<file path="config.mk">
export PLATFORM = sky130hd
export DESIGN_NAME = param_command_fifo
export DESIGN_NICKNAME = d
export VERILOG_FILES = /design/src/rtl/param_command_fifo.sv
export SDC_FILE = /design/constraint.sdc
export NUM_CORES = 1
export LEC_CHECK = 0
export ABC_CLOCK_PERIOD_IN_PS = 3670
export BUFFER_PORTS_ARGS = -buffer_cell sky130_fd_sc_hd__buf_2
export CORE_ASPECT_RATIO = 0.8
export CORE_UTILIZATION = 61
export CTS_BUF_LIST = sky130_fd_sc_hd__clkbuf_4 sky130_fd_sc_hd__clkbuf_8 sky130_fd_sc_hd__clkbuf_16
export DETAILED_ROUTE_END_ITERATION = 10
export PLACE_DENSITY = 0.83
export SETUP_SLACK_MARGIN = 0.5
export SYNTH_ARGS = -nofsm -noshare
export SYNTH_HDL_FRONTEND = slang
export SYNTH_SLANG_ARGS = --single-unit
</file>
<file path="constraint.sdc">
create_clock -name clk -period 3.67 [get_ports clk]
set_clock_uncertainty 0.1 [all_clocks]
set_input_delay 0.367 -clock clk [delete_from_list [all_inputs] [get_ports clk]]
set_output_delay 0.367 -clock clk [all_outputs]
set_load 0.02 [all_outputs]
</file>
<file path="src/rtl/param_command_fifo.sv">
// param_command_fifo
//   Parameterised synchronous command FIFO. It has occupancy flags, sticky
//   error flags and a selectable read style:
//     FWFT = 0 : registered read. A popped word shows on Data_out one cycle
//                after the accepted read, and Data_valid pulses for that cycle.
//     FWFT = 1 : first-word-fall-through. The head word is always shown while
//                the FIFO is not empty, and Data_valid == !Out_Busy.
//
// Handshake: a write is taken at a rising clk edge when wr_en is high and
//   either the FIFO is not full or a read is taken in the same cycle. A read
//   is taken when rd_en is high and the FIFO is not empty. A request that is
//   not taken changes no state, apart from setting its sticky error flag.
//
// Ports
//   clk, rst_n          clock (rising edge), asynchronous active-low reset
//   wr_en, Data_in      write request and write data
//   rd_en               read / pop request
//   Data_out            read data
//   Data_valid          Data_out holds a valid popped word or head word
//   In_Busy, Out_Busy   full, empty
//   Almost_full         Count >= AF_LEVEL
//   Almost_empty        Count <= AE_LEVEL
//   Count               occupancy, 0..DEPTH
//   Overflow/Underflow  sticky flags for rejected writes / rejected reads
//   Clr_err             synchronous clear of the sticky flags
module param_command_fifo #(
    parameter int Data     = 4,
    parameter int Adbus    = 3,
    parameter int AF_LEVEL = 6,
    parameter int AE_LEVEL = 2,
    parameter int FWFT     = 0
) (
    input  logic              clk,
    input  logic              rst_n,
    input  logic              wr_en,
    input  logic              rd_en,
    input  logic [Data-1:0]   Data_in,
    output logic [Data-1:0]   Data_out,
    output logic              Data_valid,
    output logic              In_Busy,
    output logic              Out_Busy,
    output logic              Almost_full,
    output logic              Almost_empty,
    output logic [Adbus:0]    Count,
    output logic              Overflow,
    output logic              Underflow,
    input  logic              Clr_err
);

    localparam int             DEPTH   = 1 << Adbus;
    localparam logic [Adbus:0] DEPTH_C = (Adbus+1)'(DEPTH);
    localparam logic [Adbus:0] AF_C    = (Adbus+1)'(AF_LEVEL);
    localparam logic [Adbus:0] AE_C    = (Adbus+1)'(AE_LEVEL);

    logic [Data-1:0]  mem [DEPTH];
    logic [Adbus-1:0] wr_addr;
    logic [Adbus-1:0] rd_addr;
    logic [Adbus:0]   count_q;
    logic             rd_acc;
    logic             wr_acc;

    // All flags are decoded from the registered count, so they change in the
    // same cycle that Count changes.
    assign Count        = count_q;
    assign In_Busy      = (count_q == DEPTH_C);
    assign Out_Busy     = (count_q == '0);
    assign Almost_full  = (count_q >= AF_C);
    assign Almost_empty = (count_q <= AE_C);

    // A full FIFO can still take a write when a pop frees a slot in the
    // same cycle.
    assign rd_acc = rd_en && !Out_Busy;
    assign wr_acc = wr_en && (!In_Busy || rd_acc);

    // The storage has no reset. After a reset the pointers and the count
    // are zero, so any stale words cannot be reached.
    always_ff @(posedge clk) begin
        if (wr_acc) begin
            mem[wr_addr] <= Data_in;
        end
    end

    always_ff @(posedge clk or negedge rst_n) begin
        if (!rst_n) begin
            wr_addr   <= '0;
            rd_addr   <= '0;
            count_q   <= '0;
            Overflow  <= 1'b0;
            Underflow <= 1'b0;
        end else begin
            if (wr_acc) wr_addr <= wr_addr + 1'b1;
            if (rd_acc) rd_addr <= rd_addr + 1'b1;
            case ({wr_acc, rd_acc})
                2'b10:   count_q <= count_q + 1'b1;
                2'b01:   count_q <= count_q - 1'b1;
                default: count_q <= count_q;
            endcase
            // A new error in this cycle wins over a clear in the same cycle.
            if (wr_en && !wr_acc)  Overflow <= 1'b1;
            else if (Clr_err)      Overflow <= 1'b0;
            if (rd_en && !rd_acc)  Underflow <= 1'b1;
            else if (Clr_err)      Underflow <= 1'b0;
        end
    end

    generate
        if (FWFT != 0) begin : g_fwft
            // Show zero while empty, so the output after reset is zero.
            assign Data_out   = Out_Busy ? '0 : mem[rd_addr];
            assign Data_valid = !Out_Busy;
        end else begin : g_registered
            logic [Data-1:0] dout_q;
            logic            dvalid_q;
            always_ff @(posedge clk or negedge rst_n) begin
                if (!rst_n) begin
                    dout_q   <= '0;
                    dvalid_q <= 1'b0;
                end else begin
                    dvalid_q <= rd_acc;
                    if (rd_acc) dout_q <= mem[rd_addr];
                end
            end
            assign Data_out   = dout_q;
            assign Data_valid = dvalid_q;
        end
    endgenerate

endmodule

</file>
==> results.txt <==
----------------------------------------------------
[Die]
  Number of primary I/O pins ... 24
  Area of the core ... 0.00320 mm^2
  Site Rows ... 18
  DIE HEIGHT ... 54.7 um
  Die footprint ... 0.00371 mm^2
  Die width ... roughly 68 um
  Initial core utilization ... roughly two thirds

[STA]
  Worst rel slew slack ... 38.6%
  Unrepaired setup endpoints after global routing ... no
  Min cycle time layout ... between 2 and 3 ns
  Final count of pins violating max slew ... 0
  Final total negative setup slack ... 0 ns
  Post-route worst hold slack ... around 0.23 ns
  Final period util ... between 70% and 80%
  Setup violations, final ... 0
  Slew at the pin with the worst max-slew slack ... 0.921 ns
  Fmax ... 353 MHz
  Final hold viol count ... 0

[Finish]
  Register cell area after layout ... roughly 0.0014 mm^2
  # fillers ... around 220
  Area Overhead vs Synth ... 10.9%
  Post-Layout Inst Area ... 0.00234 mm^2
  Post-layout nets ... 179
  Final Core Density ... between 70% and 80%
  Number of antenna diodes ... 0
  Share of layout cells above drive strength 1 ... 24.7%
  Multi-input gate area in the final layout ... 666 um^2

[Setup path]
  Worst setup path endpoint ... Count[2]
  R2r endpoint ... Count[2]
  Worst R2R Path Depth ... 10
  First element of the critical path ... Count[1]
  Data arrival time of the worst path ... 2.91 ns
  Worst reg-to-reg setup slack ... 0.83 ns
  Crit Path Class ... reg -> reg
  R2R Path Start ... Count[1]
  Data required time at the worst endpoint ... approximately 3.8 ns
  Critical path endpoint category ... flop
  Startpoint kind of the worst setup timing path ... flop
  Maximum fanout count along the critical path ... 11

[GRT]
  Maximum number of pins on one net before global-route repair ... 19
  Leftover overflow at the end of global routing ... 0
  Antenna violations before repair ... 0
  Number of global-route vias before repair ... 1056
  Total global routing track utilization ... a little over a fifth
  Global-route wire length before repair ... 5330 um

[Placed design]
  Weighted congestion at the end of routability-driven global placement ... 0.763
  Count of buffers inserted at the top-level ports ... 23
  Dpl cell area ... roughly 0.0022 mm^2
  Post-DP HPWL ... 2420 um

[Route]
  Final antenna-violating net count ... 0
  Routed length per instance ... 16.4 um
  First DRT Iteration DRCs ... 79
  Final routed DRC violation total ... 0
  Vias per inst ... between 5 and 6
  Routed via count ... 1151
  WL final ... 3380 um
  Total iterations of the first detailed-routing run ... 4

[CTS]
  Cts bufs inserted ... 5
  Skew-Pair Late Insertion Delay ... ~0.30 ns
  Clk Tree Root Cell ... sky130_fd_sc_hd__clkbuf_8
  Num Clock Sinks ... 49
  Clk pin slew, worst setup/hold paths ... about 0.09 ns
  Clock tree from TritonCTS ... built
  H-Tree Depth ... 2
  Setup Buffers After CTS ... 0
  Worst-case clock buffer depth ... 2

[Synthesis]
  EDFF count, synth ... 32
  Sequential cell area fraction in the yosys report ... 65.6%
  Synthesized area per cell ... 15.1 um^2
  Synthesized cell area ... 0.00211 mm^2
  Net count after synthesis ... around 150
  Seq cells post-synth ... 49
  Post-synth ARST share ... 34.7%
  Most used DFF post-synth ... sky130_fd_sc_hd__edfxtp_1
  Synthesized instance count ... 140
  Number of warnings printed during yosys synthesis ... 0
  Count of distinct cell types in the synthesized netlist ... 30

[Run]
  Total of max-cap violations ... 0

[Power]
  Static leakage ... 0.960 nW
  Overall power of the completed layout ... 1.84 mW
  Power density over cell area ... 786 mW/mm^2
  Max VDD drop ... 0.470 mV

[Outcome]
  Result of the run ... complete, no violations

[Hold path]
  Hold crit path type ... in -> reg

----------------------------------------------------
-- placed cells by master, fill, tap and decap left out --
master and n:
sky130_fd_sc_hd__nand2b_2 1, sky130_fd_sc_hd__nand2b_1 3, sky130_fd_sc_hd__a211oi_1 1, sky130_fd_sc_hd__buf_2 23, sky130_fd_sc_hd__nor2_1 5, sky130_fd_sc_hd__a31oi_1 1
sky130_fd_sc_hd__clkinv_4 2, sky130_fd_sc_hd__nand2_1 13, sky130_fd_sc_hd__ha_1 5, sky130_fd_sc_hd__nor3_1 4, sky130_fd_sc_hd__nand3b_1 1, sky130_fd_sc_hd__mux2_2 1
sky130_fd_sc_hd__inv_6 1, sky130_fd_sc_hd__inv_8 1, sky130_fd_sc_hd__o21ai_1 4, sky130_fd_sc_hd__mux4_2 4, sky130_fd_sc_hd__nor3b_1 2, sky130_fd_sc_hd__o21a_4 1
sky130_fd_sc_hd__a22o_1 2, sky130_fd_sc_hd__or4b_4 1, sky130_fd_sc_hd__clkbuf_8 5, sky130_fd_sc_hd__a21oi_1 2, sky130_fd_sc_hd__inv_1 3, sky130_fd_sc_hd__dlygate4sd3_1 1
sky130_fd_sc_hd__nand2_2 1, sky130_fd_sc_hd__xor2_1 4, sky130_fd_sc_hd__xnor2_1 5, sky130_fd_sc_hd__nor4_1 2, sky130_fd_sc_hd__mux2i_1 16, sky130_fd_sc_hd__a211o_1 1
sky130_fd_sc_hd__a21o_1 1, sky130_fd_sc_hd__edfxtp_1 32, sky130_fd_sc_hd__dfrtp_1 17
-- synth_stat cells (2+ instances only) --
| cell | n | area (um^2) |
|---|---|---|
| sky130_fd_sc_hd__a21oi_1 | 2 | 10.0 |
| sky130_fd_sc_hd__a22o_1 | 2 | 17.5 |
| sky130_fd_sc_hd__buf_4 | 2 | 15.0 |
| sky130_fd_sc_hd__buf_6 | 2 | 22.5 |
| sky130_fd_sc_hd__clkbuf_1 | 2 | 7.51 |
| sky130_fd_sc_hd__dfrtp_1 | 17 | 425 |
| sky130_fd_sc_hd__edfxtp_1 | 32 | 961 |
| sky130_fd_sc_hd__ha_1 | 5 | 62.6 |
| sky130_fd_sc_hd__inv_1 | 3 | 11.3 |
| sky130_fd_sc_hd__mux2i_1 | 16 | 160 |
| sky130_fd_sc_hd__mux4_2 | 4 | 90.1 |
| sky130_fd_sc_hd__nand2_1 | 13 | 48.8 |
| sky130_fd_sc_hd__nand2b_1 | 4 | 25.0 |
| sky130_fd_sc_hd__nor2_1 | 5 | 18.8 |
| sky130_fd_sc_hd__nor3_1 | 4 | 20.0 |
| sky130_fd_sc_hd__nor3b_1 | 2 | 15.0 |
| sky130_fd_sc_hd__nor4_1 | 2 | 12.5 |
| sky130_fd_sc_hd__o21ai_1 | 4 | 20.0 |
| sky130_fd_sc_hd__xnor2_1 | 5 | 43.8 |
| sky130_fd_sc_hd__xor2_1 | 4 | 35.0 |
-- worst min path at each step --
stage	startpoint	end	depth (start not counted)
floorplan	rst_n	Count[0]	0
global placement	rst_n	Overflow	1
detailed placement	rst_n	Data_out[3]	1
CTS	wr_en	Overflow	2
global route	wr_en	Overflow	2
finish	wr_en	Overflow	2
-- state kept, by name, summed over array words and instances, names as in the netlist --
signal,flops
Data_out,4
rd_addr,3
wr_addr,3
Data_valid,1
Underflow,1
Overflow,1
Count,4
mem,32
-- worst max-delay path, stage by stage, from the launching register on --
cell and delay (ns):
sky130_fd_sc_hd__dfrtp_1 0.50, sky130_fd_sc_hd__nor4_1 0.48, sky130_fd_sc_hd__nand2b_2 0.33, sky130_fd_sc_hd__inv_1 0.14, sky130_fd_sc_hd__ha_1 0.29, sky130_fd_sc_hd__xor2_1 0.17
sky130_fd_sc_hd__ha_1 0.18, sky130_fd_sc_hd__a21oi_1 0.15, sky130_fd_sc_hd__xor2_1 0.17, sky130_fd_sc_hd__nor2_1 0.06, sky130_fd_sc_hd__xor2_1 0.14
-- metrics by stage --
| step | instances | setup slack (ns) |
|---|---|---|
| finish | 206 | 0.835 |
| detailed placement | 197 | 0.760 |
| floorplan | 140 | 0.636 |
| global placement | 197 | 0.894 |
| global route | 206 | 0.550 |
| CTS | 206 | 0.714 |
-- layout make-up --
cell class | instances | area share (%)
Clock inverter | 3 | 1.23
Sequential cell | 49 | 59.1
Multi-Input combinational cell | 81 | 28.4
Clock buffer | 5 | 2.93
Inverter | 4 | 0.854
Timing Repair Buffer | 24 | 5.34
Tap cell | 40 | 2.13
-- per-layer routing --
| layer | GRT usage [%] | part of all wire [%] | vias to the layer above |
|---|---|---|---|
| li1 | - | - | 561 |
| met1 | 30.0 | 49 | 564 |
| met2 | 32.3 | 47 | 23 |
| met3 | 5.63 | 3.3 | 3 |
| met4 | 7.29 | 0.68 | 0 |
| met5 | 0 | 0 | - |
-- power by group --
| part | total (mW) | internal, mW | switching, mW |
|---|---|---|---|
| clock | 0.329 | 0.142 | 0.187 |
| sequential | 0.914 | 0.730 | 0.184 |
| combinational | 0.600 | 0.296 | 0.304 |
-- kinds of logic after synthesis --
kind of cell	after synthesis	synth area share, %
buffers and inverters	10	3.08
AND/OR/NAND/NOR	33	7.93
flip-flops	49	65.6
multiplexers	21	12.4
AO/OA/AOI/OAI	13	4.38
XOR/XNOR	9	3.73
adder cells (fa/ha/maj)	5	2.96
-- repair_timing --
action | CTS | global route
endpoints found under the setup margin | 0 | 1
hold buffers | 1 | 0
endpoints found under the hold margin | 17 | 0
resized for setup | 0 | 1
Power figures use the tool's default switching activity.
